--- src/rtl/cordic_arb_if.sv ---
// rtl/cordic_arb_if.sv - stream bundle shared by the requesters, the arbiter and the cordic
//
// Purpose: groups the three streams around cordic_arb so that they travel as one port.
// Signals:
//   s00_axis_* : requester 0 stream (tvalid/tdata/tstrb/tlast in, tready out of the arbiter)
//   s01_axis_* : requester 1 stream, same layout as s00
//   m00_axis_* : stream to the shared cordic (tvalid/tdata/tstrb/tlast/tuser out, tready in)
// Modports: master = environment side (requesters + cordic), slave = arbiter side.
interface cordic_arb_if #(
  parameter int C_AXIS_TDATA_WIDTH = 32
);
  logic                            s00_axis_tvalid;
  logic                            s00_axis_tlast;
  logic [C_AXIS_TDATA_WIDTH-1:0]   s00_axis_tdata;
  logic [C_AXIS_TDATA_WIDTH/8-1:0] s00_axis_tstrb;
  logic                            s00_axis_tready;

  logic                            s01_axis_tvalid;
  logic                            s01_axis_tlast;
  logic [C_AXIS_TDATA_WIDTH-1:0]   s01_axis_tdata;
  logic [C_AXIS_TDATA_WIDTH/8-1:0] s01_axis_tstrb;
  logic                            s01_axis_tready;

  logic                            m00_axis_tvalid;
  logic                            m00_axis_tlast;
  logic [C_AXIS_TDATA_WIDTH-1:0]   m00_axis_tdata;
  logic [C_AXIS_TDATA_WIDTH/8-1:0] m00_axis_tstrb;
  logic                            m00_axis_tuser;
  logic                            m00_axis_tready;

  modport master (
    output s00_axis_tvalid, s00_axis_tlast, s00_axis_tdata, s00_axis_tstrb,
    input  s00_axis_tready,
    output s01_axis_tvalid, s01_axis_tlast, s01_axis_tdata, s01_axis_tstrb,
    input  s01_axis_tready,
    input  m00_axis_tvalid, m00_axis_tlast, m00_axis_tdata, m00_axis_tstrb, m00_axis_tuser,
    output m00_axis_tready
  );

  modport slave (
    input  s00_axis_tvalid, s00_axis_tlast, s00_axis_tdata, s00_axis_tstrb,
    output s00_axis_tready,
    input  s01_axis_tvalid, s01_axis_tlast, s01_axis_tdata, s01_axis_tstrb,
    output s01_axis_tready,
    output m00_axis_tvalid, m00_axis_tlast, m00_axis_tdata, m00_axis_tstrb, m00_axis_tuser,
    input  m00_axis_tready
  );
endinterface

--- src/rtl/cordic_arb.sv ---
// rtl/cordic_arb.sv - packet arbiter sharing one cordic between two stream requesters
//
// Purpose: grants one requester at a time for a whole packet (until its tlast beat) and
// forwards its beats through a single output register tagged with the source ID.
// Ports:
//   s00_axis_aclk   : clock, all state updates on the rising edge
//   s00_axis_areset : synchronous active-high reset
//   axis            : cordic_arb_if.slave, the s00/s01 requester streams and the m00 output
//   prio_mode       : 0 = round-robin between packets, 1 = s00 always wins contention
//   pkt_cnt0/1      : saturating counts of packets accepted from s00/s01
//   busy            : high while a requester holds the grant
module cordic_arb #(
  parameter int C_AXIS_TDATA_WIDTH = 32
) (
  input  logic         s00_axis_aclk,
  input  logic         s00_axis_areset,
  cordic_arb_if.slave  axis,
  input  logic         prio_mode,
  output logic [15:0]  pkt_cnt0,
  output logic [15:0]  pkt_cnt1,
  output logic         busy
);

  localparam int W  = C_AXIS_TDATA_WIDTH;
  localparam int SW = C_AXIS_TDATA_WIDTH / 8;

  typedef enum logic [1:0] {
    IDLE   = 2'd0,
    GRANT0 = 2'd1,
    GRANT1 = 2'd2
  } state_t;

  state_t          r_state;
  state_t          w_state_nxt;
  logic            r_rr;          // 0: s00 wins the next tie, 1: s01 wins it
  logic            r_m_tvalid;
  logic            r_m_tlast;
  logic            r_m_tuser;
  logic [W-1:0]    r_m_tdata;
  logic [SW-1:0]   r_m_tstrb;
  logic [15:0]     r_cnt0;
  logic [15:0]     r_cnt1;

  logic            w_out_free;
  logic            w_tready0;
  logic            w_tready1;
  logic            w_acc0;
  logic            w_acc1;

  // The output register can take a beat when it is empty or being drained this cycle,
  // which is what gives back-to-back throughput without a combinational data path.
  assign w_out_free = !r_m_tvalid || axis.m00_axis_tready;
  assign w_acc0     = w_tready0 && axis.s00_axis_tvalid;
  assign w_acc1     = w_tready1 && axis.s01_axis_tvalid;

  always_comb begin
    w_state_nxt = r_state;
    w_tready0   = 1'b0;
    w_tready1   = 1'b0;
    case (r_state)
      IDLE: begin
        // prio_mode is only looked at here, so a packet in flight never changes owner.
        if (axis.s00_axis_tvalid &&
            (!axis.s01_axis_tvalid || prio_mode || !r_rr)) begin
          w_state_nxt = GRANT0;
        end else if (axis.s01_axis_tvalid) begin
          w_state_nxt = GRANT1;
        end
      end
      GRANT0: begin
        w_tready0 = w_out_free;
        if (w_tready0 && axis.s00_axis_tvalid && axis.s00_axis_tlast) begin
          w_state_nxt = IDLE;
        end
      end
      GRANT1: begin
        w_tready1 = w_out_free;
        if (w_tready1 && axis.s01_axis_tvalid && axis.s01_axis_tlast) begin
          w_state_nxt = IDLE;
        end
      end
      default: w_state_nxt = IDLE;
    endcase
  end

  always_ff @(posedge s00_axis_aclk) begin
    if (s00_axis_areset) begin
      r_state    <= IDLE;
      r_rr       <= 1'b0;
      r_m_tvalid <= 1'b0;
      r_m_tlast  <= 1'b0;
      r_m_tuser  <= 1'b0;
      r_m_tdata  <= '0;
      r_m_tstrb  <= '0;
      r_cnt0     <= 16'd0;
      r_cnt1     <= 16'd0;
    end else begin
      r_state <= w_state_nxt;

      if (w_acc0) begin
        r_m_tvalid <= 1'b1;
        r_m_tdata  <= axis.s00_axis_tdata;
        r_m_tstrb  <= axis.s00_axis_tstrb;
        r_m_tlast  <= axis.s00_axis_tlast;
        r_m_tuser  <= 1'b0;
      end else if (w_acc1) begin
        r_m_tvalid <= 1'b1;
        r_m_tdata  <= axis.s01_axis_tdata;
        r_m_tstrb  <= axis.s01_axis_tstrb;
        r_m_tlast  <= axis.s01_axis_tlast;
        r_m_tuser  <= 1'b1;
      end else if (axis.m00_axis_tready) begin
        r_m_tvalid <= 1'b0;
      end

      // A finished packet hands the next tie to the other requester.
      if (w_acc0 && axis.s00_axis_tlast) begin
        r_rr <= 1'b1;
        if (r_cnt0 != 16'hFFFF) begin
          r_cnt0 <= r_cnt0 + 16'd1;
        end
      end
      if (w_acc1 && axis.s01_axis_tlast) begin
        r_rr <= 1'b0;
        if (r_cnt1 != 16'hFFFF) begin
          r_cnt1 <= r_cnt1 + 16'd1;
        end
      end
    end
  end

  assign axis.s00_axis_tready = w_tready0;
  assign axis.s01_axis_tready = w_tready1;
  assign axis.m00_axis_tvalid = r_m_tvalid;
  assign axis.m00_axis_tlast  = r_m_tlast;
  assign axis.m00_axis_tdata  = r_m_tdata;
  assign axis.m00_axis_tstrb  = r_m_tstrb;
  assign axis.m00_axis_tuser  = r_m_tuser;
  assign pkt_cnt0             = r_cnt0;
  assign pkt_cnt1             = r_cnt1;
  assign busy                 = (r_state != IDLE);

endmodule

--- src/flat_wrapper.sv ---
// flat-port wrapper written by rule: the top's interface ports become plain ports
module cordic_arb_flat 
#(
  parameter int C_AXIS_TDATA_WIDTH = 32
)
  (s00_axis_aclk, s00_axis_areset, prio_mode, pkt_cnt0, pkt_cnt1, busy, axis_s00_axis_tvalid, axis_s00_axis_tlast, axis_s00_axis_tdata, axis_s00_axis_tstrb, axis_s00_axis_tready, axis_s01_axis_tvalid, axis_s01_axis_tlast, axis_s01_axis_tdata, axis_s01_axis_tstrb, axis_s01_axis_tready, axis_m00_axis_tvalid, axis_m00_axis_tlast, axis_m00_axis_tdata, axis_m00_axis_tstrb, axis_m00_axis_tuser, axis_m00_axis_tready);
  cordic_arb_if #(.C_AXIS_TDATA_WIDTH(C_AXIS_TDATA_WIDTH)) axis_i ();
  input  logic s00_axis_aclk;
  input  logic s00_axis_areset;
  input  logic prio_mode;
  output logic [15:0] pkt_cnt0;
  output logic [15:0] pkt_cnt1;
  output logic busy;
  input wire logic [$bits(axis_i.s00_axis_tvalid)-1:0] axis_s00_axis_tvalid;
  input wire logic [$bits(axis_i.s00_axis_tlast)-1:0] axis_s00_axis_tlast;
  input wire logic [$bits(axis_i.s00_axis_tdata)-1:0] axis_s00_axis_tdata;
  input wire logic [$bits(axis_i.s00_axis_tstrb)-1:0] axis_s00_axis_tstrb;
  output wire logic [$bits(axis_i.s00_axis_tready)-1:0] axis_s00_axis_tready;
  input wire logic [$bits(axis_i.s01_axis_tvalid)-1:0] axis_s01_axis_tvalid;
  input wire logic [$bits(axis_i.s01_axis_tlast)-1:0] axis_s01_axis_tlast;
  input wire logic [$bits(axis_i.s01_axis_tdata)-1:0] axis_s01_axis_tdata;
  input wire logic [$bits(axis_i.s01_axis_tstrb)-1:0] axis_s01_axis_tstrb;
  output wire logic [$bits(axis_i.s01_axis_tready)-1:0] axis_s01_axis_tready;
  output wire logic [$bits(axis_i.m00_axis_tvalid)-1:0] axis_m00_axis_tvalid;
  output wire logic [$bits(axis_i.m00_axis_tlast)-1:0] axis_m00_axis_tlast;
  output wire logic [$bits(axis_i.m00_axis_tdata)-1:0] axis_m00_axis_tdata;
  output wire logic [$bits(axis_i.m00_axis_tstrb)-1:0] axis_m00_axis_tstrb;
  output wire logic [$bits(axis_i.m00_axis_tuser)-1:0] axis_m00_axis_tuser;
  input wire logic [$bits(axis_i.m00_axis_tready)-1:0] axis_m00_axis_tready;
  assign axis_i.s00_axis_tvalid = axis_s00_axis_tvalid;
  assign axis_i.s00_axis_tlast = axis_s00_axis_tlast;
  assign axis_i.s00_axis_tdata = axis_s00_axis_tdata;
  assign axis_i.s00_axis_tstrb = axis_s00_axis_tstrb;
  assign axis_s00_axis_tready = axis_i.s00_axis_tready;
  assign axis_i.s01_axis_tvalid = axis_s01_axis_tvalid;
  assign axis_i.s01_axis_tlast = axis_s01_axis_tlast;
  assign axis_i.s01_axis_tdata = axis_s01_axis_tdata;
  assign axis_i.s01_axis_tstrb = axis_s01_axis_tstrb;
  assign axis_s01_axis_tready = axis_i.s01_axis_tready;
  assign axis_m00_axis_tvalid = axis_i.m00_axis_tvalid;
  assign axis_m00_axis_tlast = axis_i.m00_axis_tlast;
  assign axis_m00_axis_tdata = axis_i.m00_axis_tdata;
  assign axis_m00_axis_tstrb = axis_i.m00_axis_tstrb;
  assign axis_m00_axis_tuser = axis_i.m00_axis_tuser;
  assign axis_i.m00_axis_tready = axis_m00_axis_tready;
  cordic_arb #(.C_AXIS_TDATA_WIDTH(C_AXIS_TDATA_WIDTH)) u_core (.s00_axis_aclk(s00_axis_aclk), .s00_axis_areset(s00_axis_areset), .axis(axis_i), .prio_mode(prio_mode), .pkt_cnt0(pkt_cnt0), .pkt_cnt1(pkt_cnt1), .busy(busy));
endmodule
--- config.mk ---
export PLATFORM = sky130hd
export DESIGN_NAME = cordic_arb_flat
export DESIGN_NICKNAME = d
export VERILOG_FILES = /design/src/rtl/cordic_arb_if.sv /design/src/rtl/cordic_arb.sv /design/src/flat_wrapper.sv
export SDC_FILE = /design/constraint.sdc
export NUM_CORES = 1
export LEC_CHECK = 0
export BUFFER_PORTS_ARGS = -buffer_cell sky130_fd_sc_hd__buf_2
export CAP_MARGIN = 40
export CORE_MARGIN = 3
export CORE_UTILIZATION = 46
export CTS_CLUSTER_DIAMETER = 150
export DETAILED_ROUTE_END_ITERATION = 12
export PLACE_DENSITY_LB_ADDON = 0.12
export SLEW_MARGIN = 20
export SYNTH_ARGS = -nofsm -noshare
export SYNTH_HDL_FRONTEND = slang
export SYNTH_SLANG_ARGS = --single-unit
--- constraint.sdc ---
create_clock -name s00_axis_aclk -period 2.2 [get_ports s00_axis_aclk]
set_input_delay 0.33 -clock s00_axis_aclk [delete_from_list [all_inputs] [get_ports s00_axis_aclk]]
set_output_delay 0.33 -clock s00_axis_aclk [all_outputs]
set_load 0.01 [all_outputs]
==> impl_metrics.csv <==
group,metric,value,unit
setup_path,rr_worst_depth,5,
cells_and_area,final_net_count,647,
setup_path,cp_slowest_stage_delay,410,ps
cts,cts_setup_buffers,0,
synth,ys_async_sr_fraction,0,%
setup_path,cp_max_fo,5,
timing,setup-violations-final,0,
placement,hpwl,7.06,mm
setup_path,critPathLaunch,"u_core.r_state[1]$_SDFFE_PP0P_",
floorplan,pin_count,154,
setup_path,path_common_cell,"or3_4",
placement,gp_congestion,0.772,
floorplan,dieArea,8550,um^2
timing,relSlewSlack,52.5,%
cts,cts_resized,0,
power,power.total,3050,uW
cts,holdBufCountCts,0,
setup_path,start_kind,"flop",
synth,syn_nets,504,
timing,period_needed,1920,ps
cells_and_area,drive_gt1_share,33.5,%
global_routing,overflow,0,
timing,hold_slack,246,ps
synth,ys_seq_area_share,43.1,%
flow_run,cap_violations,0,
synth,synthCells,422,
setup_path,rr_startpoint,"u_core.r_state[1]$_SDFFE_PP0P_",
timing,slew_violations,0,
min_path,hold_depth,2,
floorplan,fp.coreArea,7020,um^2
route,detail-route-antenna-nets,0,
cts,cts_buffers,9,
route,drcViolationCount,0,
synth,ys.flop_type,"dfxtp_1",
timing,tightestPinTransition,709,ps
cts,clock_latency,340,ps
setup_path,path_cells,"nand2b_1, or3_4, or3_4, or4_1, a21oi_1",
synth,synth_edf_count,0,
global_routing,grt_max_degree,75,
cells_and_area,syn2layout_area_growth,32.3,%
setup_path,crit_arrival,2200,ps
min_path,hold_start,"axis_s00_axis_tvalid",
cts,cts_max_level,3,
setup_path,crit_required,2480,ps
timing,rsz0062_at_grt,"no",
setup_path,crit_path_end_kind,"flop",
placement,io_buffers,153,
route,first_iter_violations,153,
setup_path,critPathKind,"reg2reg",
setup_path,slowest_stage,"or3_4",
route,vias_per_cell,5.42,
synth,synth-seq-cells,74,
global_routing,grt_pass1_wl,16.3,mm
floorplan,die_y,92.5,um
run_status,status,"finished clean",
synth,ys_types,39,
cells_and_area,num-fill-cells,642,
timing,min_period_over_period,87.4,%
route,routed_wl,10.0,mm
global_routing,grt_pass1_vias,3373,
cells_and_area,antenna_cells,0,
cts,clk_pin_slew,70,ps
cts,clockBufferDepth,2,
global_routing,grt_use_total,23.3,%
power,power.density,670,nW/um^2
cts,cts-root-buf,"clkbuf_8",
synth,synth_warnings,0,
floorplan,start_util,49.0,%
synth,synth_area,3440,um^2
floorplan,rows,30,
power,ir_drop,339,uV
global_routing,antenna_found_initial,0,
min_path,hold_class,"in2reg",
timing,fin_skew,9.32,ps
power,leakage,0.00194,uW
route,dr.pass1.iters,4,
route,avgRoutedWirePerCell,15.0,um
cts,cts.sinks,74,
synth,avgSynthCellArea,8.15,um^2
timing,max_freq,520,MHz
cts,cts_tree,"done",
floorplan,die_w,92.5,um
timing,finalHoldViolCount,0,
route,num_vias,3611,
==> cells by family (layout without fill, tap and decap cells) <==
group | after synthesis | count (layout) | synth area share (%)
AOI/OAI and AO/OA | 69 | 69 | 15.5
xor gates and xnor gates | 22 | 22 | 5.60
adders and majority gates | 2 | 2 | 0.727
buffers and inverters | 39 | 187 | 4.69
DFF | 74 | 74 | 43.1
muxes | 3 | 3 | 0.873
and+or+nand+nor | 213 | 213 | 29.5
==> flip-flops by register name, summed over array words and instances, names as in the netlist <==
signal	flops
u_core.axis.m00_axis_tuser	1
u_core.axis.m00_axis_tvalid	1
u_core.axis.m00_axis_tdata	32
u_core.axis.m00_axis_tlast	1
u_core.r_rr	1
u_core.r_state	2
u_core.pkt_cnt1	16
u_core.axis.m00_axis_tstrb	4
u_core.pkt_cnt0	16
==> synth_stat cells (2+ instances only) <==
cell,count,area [um^2]
and2_1,3,18.8
xnor2_1,15,131
and3_1,3,18.8
a311oi_1,37,324
buf_6,2,22.5
nand4_1,10,62.6
inv_1,4,15.0
nor4b_1,2,17.5
clkbuf_1,26,97.6
ha_1,2,25.0
nand3_1,47,235
o211ai_1,2,15.0
a21oi_1,8,40.0
mux2i_1,3,30.0
a31oi_1,2,12.5
nand2_1,50,188
xor2_1,7,61.3
or3_4,2,22.5
or2_2,2,12.5
nor3_1,3,15.0
nor2_1,67,251
and4_1,4,35.0
or3_1,6,37.5
buf_1,7,26.3
o21bai_1,2,15.0
dfxtp_1,74,1480
a211oi_1,7,52.6
nor4_1,6,37.5
nand2b_1,4,25.0
o21ai_0,6,30.0
==> power breakdown <==
part / internal (uW) / leakage [uW] / switching, uW
Clock: 666 / 0.000109 / 497
Sequential: 1410 / 0.000601 / 37.2
Combinational: 191 / 0.00123 / 247
Total: 2270 / 0.00194 / 782
==> through the flow <==
stage                     setup slack (ps)  cell area, um^2  cells  TNS [ps]  util, %
after floorplan                        162             3440    422         0        -
after global placement                -100             4330    650      -427     61.6
after detailed placement               281             4330    650         0     61.7
after CTS                              290             4550    666         0     64.8
after global routing                   128             4550    666         0     64.8
final                                  277             4550    666         0     64.8
==> worst max-delay path, delay by kind of cell, from the launching register on <==
family | cells | cell delay, ps
DFF | 1 | 380
and+or+nand+nor | 4 | 1330
AOI/OAI and AO/OA | 1 | 150
==> final timing paths <==
check                                       endpoint  slack [ps]
max reg2reg         u_core.pkt_cnt1[15]$_SDFFE_PP0P_         280
min          u_core.axis.m00_axis_tuser$_SDFFE_PP0P_         250
min reg2reg  u_core.axis.m00_axis_tuser$_SDFFE_PP0P_         470
max                 u_core.pkt_cnt1[15]$_SDFFE_PP0P_         280
==> final cells by class <==
cell class / instances / area (um^2) / area share [%]
clock buffers: 11 / 141 / 3.11
clock inverters: 5 / 77.6 / 1.70
inverters: 4 / 15.0 / 0.330
multi-input cells: 309 / 1810 / 39.7
flip-flops and latches: 74 / 1480 / 32.6
well taps: 96 / 120 / 2.64
repair buffers: 167 / 908 / 20.0
==> cell usage in the layout (no fill, tap or decap), types with 3 or more instances in the layout <==
cell | synthesis | routed
xor2_1 | 7 | 7
inv_1 | 4 | 4
nand4_1 | 10 | 10
a21oi_1 | 8 | 8
nor2_1 | 67 | 66
and4_1 | 4 | 4
nand3_1 | 47 | 47
or3_1 | 6 | 6
dfxtp_1 | 74 | 74
nand2_1 | 50 | 49
a311oi_1 | 37 | 37
clkbuf_8 | 0 | 10
and2_1 | 3 | 3
xnor2_1 | 15 | 15
nand2b_1 | 4 | 4
buf_12 | 0 | 3
buf_2 | 0 | 153
and3_1 | 3 | 3
nor4_1 | 6 | 6
buf_4 | 0 | 11
mux2i_1 | 3 | 3
a211oi_1 | 7 | 7
o21ai_0 | 6 | 6
==> layer usage <==
metal  global-route usage, %  up-vias  part of all wire [%]
li1                        -     1809                     -
met1                    30.4     1679                    45
met2                    37.2      104                    47
met3                    5.85       19                   6.2
met4                    8.54        0                   1.8
met5                       0        -                     0
(Power assumes the default switching activity.)
